### src/rtl/hazard_scoreboard.sv
// Purpose: ID-stage hazard scoreboard; tracks pending multi-cycle writes per int/FP register and stalls on RAW/WAW.
// Latency: stall_id/issue_id are combinational from current counters and ID inputs; counters update on the next clock.
// Backpressure: stall_id holds PC and IF/ID and bubbles ID/EX; flush_id suppresses issue and stall for the ID slot only.
module hazard_scoreboard #(
    parameter int LOAD_LAT = 2,
    parameter int FPU_LAT  = 4
) (
    input  logic        clk,
    input  logic        rst,
    input  logic        valid_id,
    input  logic        flush_id,
    input  logic [4:0]  rd_id,
    input  logic [4:0]  rs1_id,
    input  logic [4:0]  rs2_id,
    input  logic        rs1_used_id,
    input  logic        rs2_used_id,
    input  logic        rs1_fpu_id,
    input  logic        rs2_fpu_id,
    input  logic [1:0]  regwrite_id,
    input  logic        memread_id,
    input  logic [1:0]  alu_op_id,
    output logic        stall_id,
    output logic        issue_id,
    output logic [31:0] busy_int,
    output logic [31:0] busy_fp
);

    localparam int MAXL = (LOAD_LAT > FPU_LAT) ? LOAD_LAT : FPU_LAT;
    localparam int CW   = $clog2(MAXL) + 1;
    localparam logic [CW-1:0] LD_M1 = CW'(LOAD_LAT - 1);
    localparam logic [CW-1:0] FP_M1 = CW'(FPU_LAT - 1);

    // Remaining cycles until each register's pending result becomes forwardable
    logic [CW-1:0] cnt_int [32];
    logic [CW-1:0] cnt_fp  [32];

    logic [CW-1:0] lat_m1;
    logic [CW-1:0] src1_cnt;
    logic [CW-1:0] src2_cnt;
    logic          tracked;
    logic          dst_int;
    logic          dst_fp;
    logic          raw1;
    logic          raw2;
    logic          waw;
    logic          go;

    // x0 is hardwired, so an integer write to it is never tracked
    assign dst_int = (regwrite_id == 2'b01) && (rd_id != 5'd0);
    assign dst_fp  = (regwrite_id == 2'b10);

    // Latency class (L-1) of the ID instruction and hazard detection against current counters
    always_comb begin
        lat_m1 = '0;
        if (memread_id) begin
            lat_m1 = LD_M1;
        end else if (alu_op_id == 2'b11) begin
            lat_m1 = FP_M1;
        end
        tracked  = (lat_m1 != '0);
        src1_cnt = rs1_fpu_id ? cnt_fp[rs1_id] : cnt_int[rs1_id];
        src2_cnt = rs2_fpu_id ? cnt_fp[rs2_id] : cnt_int[rs2_id];
        raw1     = rs1_used_id && (src1_cnt != '0) && (rs1_fpu_id || (rs1_id != 5'd0));
        raw2     = rs2_used_id && (src2_cnt != '0) && (rs2_fpu_id || (rs2_id != 5'd0));
        // A younger write must not complete before an older pending write to the same register
        waw      = (dst_int && (cnt_int[rd_id] > lat_m1)) ||
                   (dst_fp  && (cnt_fp[rd_id]  > lat_m1));
    end

    assign go       = valid_id && !flush_id && !rst;
    assign stall_id = go && (raw1 || raw2 || waw);
    assign issue_id = go && !stall_id;

    // Countdown every pending entry; a newly issued multi-cycle producer reloads its destination
    always_ff @(posedge clk) begin
        if (rst) begin
            for (int i = 0; i < 32; i++) begin
                cnt_int[i] <= '0;
                cnt_fp[i]  <= '0;
            end
        end else begin
            for (int i = 0; i < 32; i++) begin
                if (issue_id && tracked && dst_int && (rd_id == 5'(i))) begin
                    cnt_int[i] <= lat_m1;
                end else if (cnt_int[i] != '0) begin
                    cnt_int[i] <= cnt_int[i] - CW'(1);
                end
                if (issue_id && tracked && dst_fp && (rd_id == 5'(i))) begin
                    cnt_fp[i] <= lat_m1;
                end else if (cnt_fp[i] != '0) begin
                    cnt_fp[i] <= cnt_fp[i] - CW'(1);
                end
            end
        end
    end

    generate
        for (genvar g = 0; g < 32; g++) begin : g_busy
            assign busy_int[g] = (cnt_int[g] != '0);
            assign busy_fp[g]  = (cnt_fp[g]  != '0);
        end
    endgenerate

endmodule

### config.mk
export PLATFORM = sky130hd
export DESIGN_NAME = hazard_scoreboard
export DESIGN_NICKNAME = d
export VERILOG_FILES = /design/src/rtl/hazard_scoreboard.sv
export SDC_FILE = /design/constraint.sdc
export NUM_CORES = 1
export LEC_CHECK = 0
export CAP_MARGIN = 10
export CELL_PAD_IN_SITES_DETAIL_PLACEMENT = 1
export CELL_PAD_IN_SITES_GLOBAL_PLACEMENT = 2
export CORE_MARGIN = 2
export CORE_UTILIZATION = 42
export CTS_CLUSTER_SIZE = 10
export DETAILED_ROUTE_END_ITERATION = 8
export DONT_BUFFER_PORTS = 1
export PLACE_DENSITY_LB_ADDON = 0.1
export SLEW_MARGIN = 20
export SYNTH_ARGS = -nofsm -noshare
export SYNTH_HDL_FRONTEND = slang
export SYNTH_SLANG_ARGS = --single-unit
### constraint.sdc
create_clock -name clk -period 13.2 [get_ports clk]
set_clock_uncertainty 0.2 [all_clocks]
set_input_delay 3.96 -clock clk [delete_from_list [all_inputs] [get_ports clk]]
set_output_delay 3.96 -clock clk [all_outputs]
set_load 0.005 [all_outputs]
; ---- After elaboration in Yosys (flattened, before gate mapping)
; Memories as Yosys holds them, arrays and structs flattened.
; Index checks and enable logic that the tools add are counted.
[totals]
reg_bits = 0
latchBits = 0
mem_bits_rw = 192
rom_bits = 0
inputBits = 28
output_inout_bits = 66
wordCells = 969
n_memories = 2
[op_classes]
add_sub_neg = 64
n_mul = 0
div_mod_pow = 0
order_cmp = 2
eq_ne = 34
shift = 0
muxes = 582
bitwise = 128
n_reduce_logical = 157
[memory_table]
columns = name, words, word_bits, read_ports, rd_clocked_by_memory_dff, wr, line
row1 = cnt_fp, 32, 3, 35, 0, 32, 35  ; logic [CW-1:0] cnt_fp [32];
row2 = cnt_int, 32, 3, 35, 0, 32, 34  ; logic [CW-1:0] cnt_int [32];
[ops]
columns = op, count
row1 = 1-bit two-way mux, 450
row2 = 3-bit two-way mux, 130
row3 = 3-bit nonzero test, 67
row4 = 3-bit by 1-bit subtractor with 3-bit output (second input constant), 64
row5 = 1-bit bitwise OR, 128
row6 = 5-bit == test (second input constant), 16
row7 = 1-bit logical AND, 78
row8 = 5-bit by 4-bit == test with 1-bit output (second input constant), 8
row9 = 5-bit by 3-bit == test with 1-bit output (second input constant), 4
row10 = 5-bit nonzero test, 3
row11 = 5-bit by 2-bit == test with 1-bit output (second input constant), 2
row12 = 3-bit greater-than comparator, 2
row13 = 5-bit by 1-bit == test with 1-bit output (second input constant), 1
row14 = 5-bit logical NOT, 1
row15 = 1-bit logical OR, 5
row16 = 2-bit == test (second input constant), 2
row17 = 2-bit two-way mux, 2
row18 = 1-bit logical NOT, 3
row19 = 2-bit by 1-bit == test with 1-bit output (second input constant), 1

; ---- Logic depth before layout (Yosys ltp)
[depth]
word_depth = 18
ltp_mapped = 19
ltp_nobuf = 12

; ---- Worst setup path after synthesis
; No wires, ideal clock.
[synth_timing]
path_kind = in2out
start = input rd_id[0]
end = output stall_id
t_arrival_ps = 7682
t_required_ps = 9040
path_slack_ps = 1358
cell_stages = 18
path_buffers = 7
path_cell_list = buf_4 -> buf_2 -> buf_2 -> buf_2 -> mux4_2 -> mux4_2 -> nand2_1 -> nand2_1 -> ha_1 -> nor2b_1 -> o21ai_0 -> nand3_1 -> o311ai_2 -> and4_1 -> buf_4 -> buf_4 -> buf_4 -> a21oi_1
[synth_between]
elab_chain_len = 6
word_cells_on_any_way = 11
[synth_lines]
columns = element, line
row1 = "start, declared", 12  ; input logic [4:0] rd_id,
row2 = memory read 32 x 3 bit (tied with other cells), --
row3 = 3-bit greater-than comparator (tied with other cells), 66  ; waw = (dst_int && (cnt_int[rd_id] > lat_m1)) ||
row4 = 1-bit logical AND (on tied branches), "66, 67"
row5 = 1-bit logical OR *, 66
row6 = 1-bit logical OR *, 71  ; assign stall_id = go && (raw1 || raw2 || waw);
row7 = 1-bit logical AND *, 71
row8 = "end, declared", 22  ; output logic stall_id,
; Mark *: on every way between the ends. The rest lies on a longest branch, timed or not.

; ---- Final worst setup path
[layout_timing]
start = input rd_id[0]
end = output issue_id
[layout_between]
elab_chain_len = 8
word_cells_on_any_way = 13
[layout_lines]
columns = element, line
row1 = memory read 32 x 3 bit (tied with other cells), --
row2 = 3-bit greater-than comparator (tied with other cells), 66
row3 = 1-bit logical AND (on tied branches), "66, 67"
row4 = 1-bit logical OR *, 66
row5 = 1-bit logical OR *, 71
row6 = 1-bit logical AND *, 71
row7 = 1-bit logical NOT *, 72  ; assign issue_id = go && !stall_id;
row8 = 1-bit logical AND *, 72
row9 = "end, declared", 23  ; output logic issue_id,
; Marks and branches as above.

==> flow_summary.yaml <==
critical_path:
  critical_path_required_ns: 9.04
  path_cells: "mux4_2 -> mux4_2 -> nand2_1 -> nand2_1 -> ha_1 -> nor2b_1 -> o21ai_0 -> nand3_1 -> o311ai_2 -> nand4_4 -> nor3_1"
  critPathTopFamily: "simple AND/OR/NAND/NOR gates"
  worstPathArrival_ns: 7.24
  rr_worst_depth: 13
  r2r_end: "cnt_int[31][1]"
  worstSetupEndpoint: "issue_id"
  crit_start: "rd_id[0]"
  start_kind: "input port"
  cp_slowest_cell: "nand4_4"
  reg2reg_from: "cnt_int[0][1]"
  critical_path.max_stage_delay_ns: 0.58
  crit_type: "in -> out"
  cp_num_buf_inv: 0
  end_kind: "output port"
  path_depth: 11
  path_max_fanout: 54
  r2r_slack_ns: 8.02
clock_tree:
  cts_buffer_depth: 2
  clock-sinks: 192
  ctsResizeCount: 0
  cts.clk_slew.worst_paths_ns: 0.07
  cts_buffers: 17
  root_buffer: "clkbuf_16"
  h-tree-depth: 4
  clock_latency_ns: 0.49
  cts_tree: "done"
  ctsHoldBuffers: 0
  cts_setup_buffers: 0
min_path:
  min_path_type: "reg -> reg"
  holdPathStages: 1
sta:
  hold_viol: 0
  tightest_slew_ns: 0.991
  finalSetupViolations: 0
  fin_hold_ws_ns: 0.476
  rsz0062_at_grt: "false"
  fmax_mhz: 87.8
  fin_crit_sh_pct: 86.3
  max_slew_margin_pct: 33.9
  period_minus_slack_ns: 11.40
  setup_tns_ns: 0
  drv_slew: 0
yosys:
  seq_area_frac_synth_pct: 33.6
  synth_top_area_cell: "edfxtp_1"
  synthArstFlopShare_pct: 0
  ys_top_cells_by_area: "edfxtp_1, ha_1, mux4_2"
  syn_nets: 1962
  synth_cell_types: 62
  synth_top_cell_area_share_pct: 33.6
  ys_warn_count: 0
  synth_edf_count: 192
  ys_seq_elements: 192
  synth_common_cells: "inv_1, edfxtp_1, nor3_1"
  synth_flop_cell: "edfxtp_1"
  syn_area_per_cell_um2: 9.51
  synth_area_um2: 17100
  syn_inst: 1802
  synth.most_common_cell: "inv_1"
routing:
  first_pass_iters: 5
  wl_mm: 58.5
  viasPerCell: 6.25
  drtIter0Drc: 1162
  vias: 14149
  ant_nets: 0
  wl_per_cell_um: 25.8
  drc_errors: 0
grt:
  grtUsageMet3_pct: 5.39
  gr-total-overflow: 0
  grt.total_usage_pct: 28.0
  grt_max_degree: 241
  grt_util_met2_pct: 47.2
  use_met1_pct: 35.9
  grt_first_pass_wirelength_mm: 88.6
  grt_busiest_layer: "met2"
  antenna_found_initial: 1
  grt_pass1_vias: 14398
pwr:
  ir_drop_uv: 102
  powerDensity_nw_per_um2: 222
  power_mw: 4.00
  leakage_nw: 7.19
placement:
  hpwl_mm: 43.7
  routabilityCongestion: 0.862
  placed_cell_area_um2: 17400
  port_buffers: 0
  dpl.cell_count: 2232
job:
  drv_cap: 0
floorplan:
  start_util_pct: 42.3
  rows: 74
  ios: 94
  core-area_um2: 40600
  fp.dieW_um: 206
  die_area_um2: 42400
  die_h_um: 206
layout:
  final_cell_area_um2: 18100
  synthToLayoutAreaGrowth_pct: 5.37
  fin_nets: 1879
  fin_cells: 2264
  antennaDiodeCount: 0
  drive_gt1_share_pct: 9.35
outcome:
  status: "finished, final reports clean"
==> layout make-up <==
| class | count | area, um^2 |
|---|---|---|
| clock inverters | 15 | 205 |
| repair buffers | 12 | 90.1 |
| inverters | 209 | 785 |
| clock buffers | 17 | 425 |
| fillers | 4613 | 22500 |
| multi-input cells | 1287 | 10100 |
| well taps | 532 | 666 |
| flip-flops and latches | 192 | 5770 |
==> logic make-up (layout without fill, tap and decap cells) <==
| group | Yosys count | in the layout | share of synthesized area, % |
|---|---|---|---|
| adders and majority gates | 132 | 132 | 9.64 |
| muxes | 145 | 145 | 12.9 |
| AOI/OAI and AO/OA | 253 | 253 | 9.87 |
| DFF | 192 | 192 | 33.6 |
| buffers and inverters | 323 | 253 | 7.64 |
| xor gates and xnor gates | 30 | 30 | 1.53 |
| and+or+nand+nor | 727 | 727 | 24.8 |
==> worst register-to-register path: cells and delay by family (launching register included) <==
kind / cells / cell delay (ns)
simple gates: 7 / 1.80
mux: 2 / 1.01
buf+inv: 1 / 0.57
compound gates: 2 / 0.54
flops: 1 / 0.50
fa+ha+maj: 1 / 0.28
==> worst min-delay path by stage <==
stage	startpoint	end	slack, ns
after CTS	cnt_fp[6][0]	cnt_fp[6][0]	0.48
after detailed placement	cnt_int[7][0]	cnt_int[7][0]	0.46
after floorplan	cnt_int[0][0]	cnt_int[0][0]	0.38
after global routing	cnt_fp[9][0]	cnt_fp[9][0]	0.51
final	cnt_fp[12][0]	cnt_fp[12][0]	0.48
after global placement	cnt_fp[9][0]	cnt_fp[9][0]	0.45
==> through the flow <==
step | utilization (%) | setup slack, ns
after floorplan | - | 1.36
after global placement | 43.0 | 1.89
after detailed placement | 43.0 | 1.83
after CTS | 44.5 | 1.81
after global routing | 44.5 | 1.61
final | 44.5 | 1.80
==> power breakdown <==
| part | total [mW] | internal, mW | switching (mW) |
|---|---|---|---|
| logic | 1.94 | 0.812 | 1.13 |
| registers | 1.47 | 1.08 | 0.387 |
| clock network | 0.591 | 0.320 | 0.271 |
==> cells in the final DEF, fill, tap and decap left out, types with 10 or more instances in the layout <==
cell type  netlist  layout
nand2_1         76      76
ha_1           132     132
nor3_1         170     169
nor4_4          10      10
clkbuf_16        0      17
nand2b_1        69      69
nor2b_1         70      70
nor4_2          16      18
mux4_2          60      60
and3_1          36      35
edfxtp_1       192     192
nor4_1          41      39
or3_1           37      37
inv_1          207     207
a21oi_1         86      85
nand4_1         53      53
nor2_1          79      79
mux2i_1         80      80
xor2_1          30      30
o21ai_0         36      36
nand3_1         40      38
o31a_1          28      28
o31ai_1         36      36
nand4_2         11      10
a211oi_1        17      17
buf_4           13      12
a2111oi_0       10      10
==> state kept, by name (all words and copies together), names as in the netlist <==
signal   flops
cnt_fp      96
cnt_int     96
==> metal layers <==
metal	routed length (um)	up-vias
met2	28400	447
met4	1630	0
li1	-	6522
met1	24700	7114
met5	0	-
met3	3790	66
Note: power is estimated with default switching activity, not from simulation.
